===== config.mk =====
export PLATFORM = sky130hd
export DESIGN_NAME = dmux_8way_arbiter
export DESIGN_NICKNAME = d
export VERILOG_FILES = /design/src/rtl/dmux_8way_arbiter.sv
export SDC_FILE = /design/constraint.sdc
export NUM_CORES = 1
export LEC_CHECK = 0
export CAP_MARGIN = 25
export CORE_ASPECT_RATIO = 2
export CORE_MARGIN = 1.5
export CORE_UTILIZATION = 60
export DETAILED_ROUTE_END_ITERATION = 8
export GPL_ROUTABILITY_DRIVEN = 0
export PLACE_DENSITY = 0.81
export RECOVER_POWER = 100
export SLEW_MARGIN = 5
export SYNTH_ARGS = -nofsm -noshare
export SYNTH_HDL_FRONTEND = slang
export SYNTH_SLANG_ARGS = --single-unit

===== constraint.sdc =====
create_clock -name clk -period 6 [get_ports clk]
set_clock_uncertainty 0.1 [all_clocks]
set_input_delay 0.6 -clock clk [delete_from_list [all_inputs] [get_ports clk]]
set_output_delay 0.6 -clock clk [all_outputs]
set_load 0.05 [all_outputs]

===== src/rtl/dmux_8way_arbiter.sv =====
// rtl/dmux_8way_arbiter.sv - round-robin owner arbiter for a shared 8-way dmux lane
module dmux_8way_arbiter #(
    parameter int MAX_HOLD = 15,
    parameter int CNT_W    = 4
) (
    input  logic       clk,
    input  logic       reset,
    input  logic [7:0] req,
    input  logic       done,
    output logic [2:0] sel,
    output logic [7:0] grant,
    output logic       busy,
    output logic       timeout
);

    typedef enum logic [1:0] {
        IDLE    = 2'd0,
        GRANT   = 2'd1,
        RELEASE = 2'd2
    } state_t;

    localparam logic [CNT_W-1:0] HOLD_LAST = CNT_W'(MAX_HOLD - 1);

    state_t           state, state_nx;
    logic [2:0]       ptr, ptr_nx;
    logic [2:0]       sel_nx;
    logic [7:0]       grant_nx;
    logic             busy_nx, timeout_nx;
    logic [CNT_W-1:0] hold_cnt, hold_nx;

    logic       found;
    logic [2:0] win;
    logic [2:0] idx;

    // Round-robin scan: first active request at or after ptr, wrapping modulo 8.
    always_comb begin
        found = 1'b0;
        win   = ptr;
        idx   = 3'd0;
        for (int k = 0; k < 8; k++) begin
            idx = ptr + 3'(k);
            if (!found && req[idx]) begin
                found = 1'b1;
                win   = idx;
            end
        end
    end

    // Next-state and next-output decode; every output is taken from a register.
    always_comb begin
        state_nx   = state;
        ptr_nx     = ptr;
        sel_nx     = sel;
        grant_nx   = grant;
        busy_nx    = busy;
        timeout_nx = 1'b0;
        hold_nx    = hold_cnt;
        case (state)
            IDLE: begin
                if (found) begin
                    state_nx = GRANT;
                    sel_nx   = win;
                    grant_nx = 8'b1 << win;
                    busy_nx  = 1'b1;
                    hold_nx  = '0;
                end
            end
            GRANT: begin
                if (done || !req[sel]) begin
                    // Voluntary release wins over expiry, so no timeout pulse here.
                    state_nx = RELEASE;
                    grant_nx = 8'h00;
                    ptr_nx   = sel + 3'd1;
                    hold_nx  = '0;
                end else if (hold_cnt == HOLD_LAST) begin
                    state_nx   = RELEASE;
                    grant_nx   = 8'h00;
                    ptr_nx     = sel + 3'd1;
                    hold_nx    = '0;
                    timeout_nx = 1'b1;
                end else begin
                    hold_nx = hold_cnt + 1'b1;
                end
            end
            RELEASE: begin
                // Dead cycle: lane stays unowned so ownership never switches back-to-back.
                state_nx = IDLE;
                busy_nx  = 1'b0;
            end
            default: begin
                state_nx = IDLE;
                grant_nx = 8'h00;
                busy_nx  = 1'b0;
            end
        endcase
    end

    // State and output registers; reset clears everything immediately.
    always_ff @(posedge clk or posedge reset) begin
        if (reset) begin
            state    <= IDLE;
            ptr      <= 3'd0;
            sel      <= 3'd0;
            grant    <= 8'h00;
            busy     <= 1'b0;
            timeout  <= 1'b0;
            hold_cnt <= '0;
        end else begin
            state    <= state_nx;
            ptr      <= ptr_nx;
            sel      <= sel_nx;
            grant    <= grant_nx;
            busy     <= busy_nx;
            timeout  <= timeout_nx;
            hold_cnt <= hold_nx;
        end
    end

endmodule

# Word level (Yosys, flattened, before mapping)
# Index checks and enable logic that the tools add are counted.
[word_totals] regBits=22 in_bits=11 out_inout_bits=13 elab_cells=110
[op_classes] add_sub_neg=9 n_lt_le_gt_ge=9 n_eq_ne=5 n_shift=1 mux=52 bitwise_logic=2 n_reduce_logical=25
[op_table] operator="< comparator 3 x 4 -> 1 bit (second input constant)" count=9
[op_table] operator="binary-select mux 1 bit (select 3 bit)" count=9
[op_table] operator="2-to-1 mux 3 bit" count=9
[op_table] operator="2-to-1 mux 8 bit" count=3
[op_table] operator="case mux 8 bit (3 select lines)" count=1
[op_table] operator="2-to-1 mux 1 bit" count=21
[op_table] operator="adder 3 bit (second input constant)" count=4
[op_table] operator="2-to-1 mux 4 bit" count=3
[op_table] operator="AND reduction 2 bit" count=5
[op_table] operator="zero test 1 bit" count=8
[op_table] operator="case mux 4 bit (2 select lines)" count=1
[op_table] operator="<< shifter 1 x 3 -> 8 bit (first input constant)" count=1
[op_table] operator="logical AND 1 bit" count=7
[op_table] operator="adder 3 x 1 -> 3 bit (second input constant)" count=2
[op_table] operator="adder 3 x 2 -> 3 bit (second input constant)" count=2
[op_table] operator="2-to-1 mux 2 bit" count=3
[op_table] operator="adder 4 x 1 -> 4 bit (second input constant)" count=1
[op_table] operator="equality test 4 bit (second input constant)" count=1
[op_table] operator="case mux 2 bit (2 select lines)" count=1
[op_table] operator="nonzero test 2 bit" count=2
[op_table] operator="inequality test 3 bit (second input constant)" count=1
[op_table] operator="AND reduction 3 bit" count=1
[op_table] operator="equality test 2 x 1 -> 1 bit (second input constant)" count=1
[op_table] operator="equality test 2 bit (second input constant)" count=1
[op_table] operator="other kinds (5)" count=6

# Logic depth before layout (Yosys ltp)
[depth] ltp_word=27 mapped_depth=14 ltp_nobuf=10

# Worst setup path after synthesis
# OpenSTA, ideal clock, no wires.
[synth_timing] path_type="register -> register" startpoint="reg ptr[1]" endpoint="reg hold_cnt[3]" setup_time_ns=0.077 t_arrival_ns=2.942 required_ns=5.823 path_slack_ns=2.881 path_stages_with_launch=14 path_buffers=3 synth_period_minus_slack_ns=3.119 path_cell_list="dfrtp_1 > buf_6 > buf_4 > inv_1 > ha_1 > buf_6 > mux2i_1 > mux4_1 > a32oi_4 > nor3b_4 > a41oi_4 > nor2_2 > or3_1 > a21oi_1"
[synth_between] elab_chain_len=26 elab_cells_between_ends=47 classes_between="add/sub (7); eq/ne (1); mux (24); reduce/logical (15)"
[synth_lines] element="start, declared" line="25" source="logic [2:0] ptr, ptr_nx;"
[synth_lines] element="start signal, assigned" line="110" source="ptr <= ptr_nx;"
[synth_lines] element="branches (longest 23 deep; another with adder 3 x 1 -> 3 bit)"
[synth_lines] element="2-to-1 mux 1 bit (*)" line="42" source="if (!found && req[idx]) begin"
[synth_lines] element="inequality test 2 bit (no source line) (*)"
[synth_lines] element="AND reduction 2 bit (no source line) (*)"
[synth_lines] element="end signal, assigned" line="115" source="hold_cnt <= hold_nx;"
[synth_lines] element="end, declared" line="29" source="logic [CNT_W-1:0] hold_cnt, hold_nx;"
# Mark *: on every way between the ends. The select of a mux whose other input is x is not followed.
# A chain may end at the register's enable or synchronous reset.

# Final worst setup path
[layout_timing] startpoint="reg ptr[0]" endpoint="reg grant[6]"
[layout_between] elab_chain_len=27 elab_cells_between_ends=57 classes_between="add/sub (7); eq/ne (1); shift (1); mux (33); reduce/logical (15)"
[layout_lines] element="branches (longest 27 deep; another with adder 3 x 1 -> 3 bit)"
[layout_lines] element="end signal, assigned" line="112" source="grant <= grant_nx;"
[layout_lines] element="end, declared" line="11" source="output logic [7:0] grant,"
# Parallel ways; which one is timed is not known. The select of a mux whose other input is x is not followed.

==> flow_metrics.py <==
metrics = {
    "setup_path": {
        "crit_type": "reg2reg",
        "crit_path_end_kind": "flop",
        "path_delay_family": "compound AO/OA/AOI/OAI gates",
        "cp.required_ns": 6.08,
        "worstPathMaxFanout": 20,
        "path_cells": "inv_1 -> ha_1 -> mux2i_1 -> mux4_1 -> a32oi_1 -> nor3b_1 -> a41oi_1 -> and2b_1 -> nand2b_2 -> o21ai_0",
        "critPathBufInv": 1,
        "cp.arrival_ns": 5.02,
        "cp_slowest_cell": "dfrtp_1",
        "cpPeakStageDelay_ns": 0.84,
        "cp-start-kind": "flop",
    },
    "clocking": {
        "cts_buffers": 3,
        "cts_root_buf": "clkbuf_8",
        "tritoncts": "built",
        "clockBufferDepth": 2,
        "clk_latency_ns": 0.26,
        "cts.htree.levels": 1,
        "postCtsSetupRepairBufs": 0,
        "cts_resized": 0,
        "clock_sinks": 22,
        "cts_hold_buf": 0,
        "clk_pin_slew_ns": 0.08,
    },
    "global_route": {
        "grt_pass1_wl_mm": 8.473,
        "grt.overflow.total": 0,
        "grt_max_degree": 23,
        "grt_pass1_vias": 1769,
        "antenna_found_initial": 0,
        "grt_use_total_pct": 29.71,
    },
    "logic_synthesis": {
        "syn_area_per_cell_um2": 9.881,
        "syn_nets": 221,
        "synth_ff_type": "dfrtp_1",
        "synthDistinctLibCells": 54,
        "ys_seq_area_share_pct": 27.18,
        "synth_edf_count": 0,
        "syn_inst": 205,
        "synth_seq_cells": 22,
        "synth_area_um2": 2026,
        "async_reset_ff_share_pct": 100.0,
        "yosysWarningCount": 0,
    },
    "timing": {
        "max_slew_margin_pct": 45.53,
        "worst_slew_pin_slew_ns": 0.8161,
        "tns_ns": 0,
        "max_freq_ghz": 0.2021,
        "period_needed_ns": 4.948,
        "rsz0062_at_grt": "no",
        "period_share_pct": 82.47,
        "drv_slew": 0,
        "setup_violations": 0,
        "finalHoldViolations": 0,
    },
    "placement": {
        "io_buffers": 23,
        "dp_hpwl_mm": 3.909,
        "place_area_um2": 2236,
    },
    "route": {
        "drc": 0,
        "ant_nets": 0,
        "drt_iter0_markers": 71,
        "wl_met2_mm": 2.867,
        "vias": 1752,
        "vias_per_cell": 6.871,
        "dr.pass1.iters": 5,
        "wl_met1_mm": 1.772,
        "top_layer": "met4",
        "wl_per_cell_um": 19.96,
        "routed_wl_mm": 5.091,
        "dr_wl_met3_um": 240,
    },
    "cells_and_area": {
        "drive_gt1_share_pct": 11.61,
        "n_fill_cell": 239,
        "design_area_um2": 2258,
        "diodes": 0,
        "final_common_cell": "nand2_1",
        "mostFrequentLayoutCells": "nand2_1 (35), dfrtp_1 (22), o21ai_0 (19), dlygate4sd3_1 (15), mux2i_1 (13)",
        "area_growth_syn_to_layout_pct": 11.49,
        "nets": 241,
    },
    "min_path": {
        "hp-class": "reg2reg",
    },
    "die": {
        "io_pins": 24,
        "initial_utilization_pct": 63.44,
        "die_h_um": 85.17,
        "core-area_um2": 3193,
        "die_w_um": 44.09,
        "dieArea_um2": 3755,
        "fp-row-count": 29,
    },
    "job": {
        "max_cap_violations": 0,
    },
    "run_status": {
        "status": "complete, no violations",
    },
}
worst register-to-register path: stages, from the launching register on:
cell and delay, ns:
dfrtp_1 0.84, inv_1 0.27, ha_1 0.84, mux2i_1 0.21, mux4_1 0.60, a32oi_1 0.64, nor3b_1 0.22, a41oi_1 0.53
and2b_1 0.29, nand2b_2 0.12, o21ai_0 0.21
synthesized netlist by cell type, types with 2 or more instances:
library cell / count / area, µm²
o31ai_1: 2 / 15.01
nand2_1: 35 / 131.4
nor2b_1: 2 / 12.51
nor2_1: 8 / 30.03
buf_2: 2 / 10.01
xor2_1: 3 / 26.28
o21ai_1: 8 / 40.04
inv_1: 8 / 30.03
nor3_1: 2 / 10.01
o21a_1: 3 / 22.52
o22ai_1: 2 / 12.51
dfrtp_1: 22 / 550.5
and2b_1: 2 / 15.01
nand2b_1: 7 / 43.79
o211ai_1: 2 / 15.01
mux4_1: 2 / 52.55
buf_6: 3 / 33.78
buf_1: 2 / 7.510
xnor2_1: 4 / 35.03
mux4_2: 11 / 247.7
a32oi_1: 2 / 17.52
a211oi_1: 2 / 15.01
ha_1: 5 / 62.56
a21oi_1: 9 / 45.04
mux2i_4: 2 / 45.04
mux2_2: 2 / 22.52
mux2i_1: 13 / 130.1
nand3_1: 2 / 10.01
o21ai_0: 13 / 65.06
path summary, 6_finish.rpt:
kind                       cells past startpoint     endpoint  slack (ns)  startpoint
min in group asynchronous                      2       sel[2]        0.83       reset
setup / recovery                              10     grant[6]        1.05      ptr[0]
max in group asynchronous                      2  hold_cnt[3]        4.47       reset
setup reg to reg                              10     grant[6]        1.05      ptr[0]
hold reg to reg                                2     grant[4]        0.39    grant[4]
hold / removal                                 2     grant[4]        0.39    grant[4]
per-layer routing:
metal  global-route usage [%]  up-vias
li1                         -      807
met1                    33.24      847
met2                    53.88       74
met3                    1.915       24
met4                    14.33        0
met5                        0        -
state kept, by name, indices dropped and copies added, names as in the netlist:
| register | count |
|---|---|
| busy | 1 |
| sel | 3 |
| grant | 8 |
| state | 2 |
| hold_cnt | 4 |
| timeout | 1 |
| ptr | 3 |
metrics by stage:
step	util, %	setup WS (ns)	cells	hold WS (ns)
2_1_floorplan	-	2.881	205	0.3993
3_3_place_gp	70.02	1.872	251	0.3745
3_5_place_dp	70.02	1.595	251	0.3784
4_1_cts	72.26	1.585	255	0.3964
5_1_grt	70.73	0.5907	255	0.4243
6_report	70.73	1.052	255	0.3860
cell type report:
class                      count  area [µm²]  share of cell area, %
clock buffer                   3       41.29                  1.828
timing repair buffer          23       230.2                  10.19
clock inverter                 1       30.03                  1.330
tap                           31       38.79                  1.717
multi-input combinational    167        1338                  59.22
sequential                    22       550.5                  24.38
inverter                       8       30.03                  1.330
kinds of logic after synthesis:
group	after synthesis	synth area share, %
DFF	22	27.18
AOI/OAI and AO/OA	59	21.80
adders and majority gates	5	3.088
muxes	30	24.58
xor gates and xnor gates	7	3.027
buffers and inverters	16	4.386
and+or+nand+nor	66	15.94
Power is not shown: default switching activity piles up to over one toggle a cycle in this logic, so the estimate is an artifact.
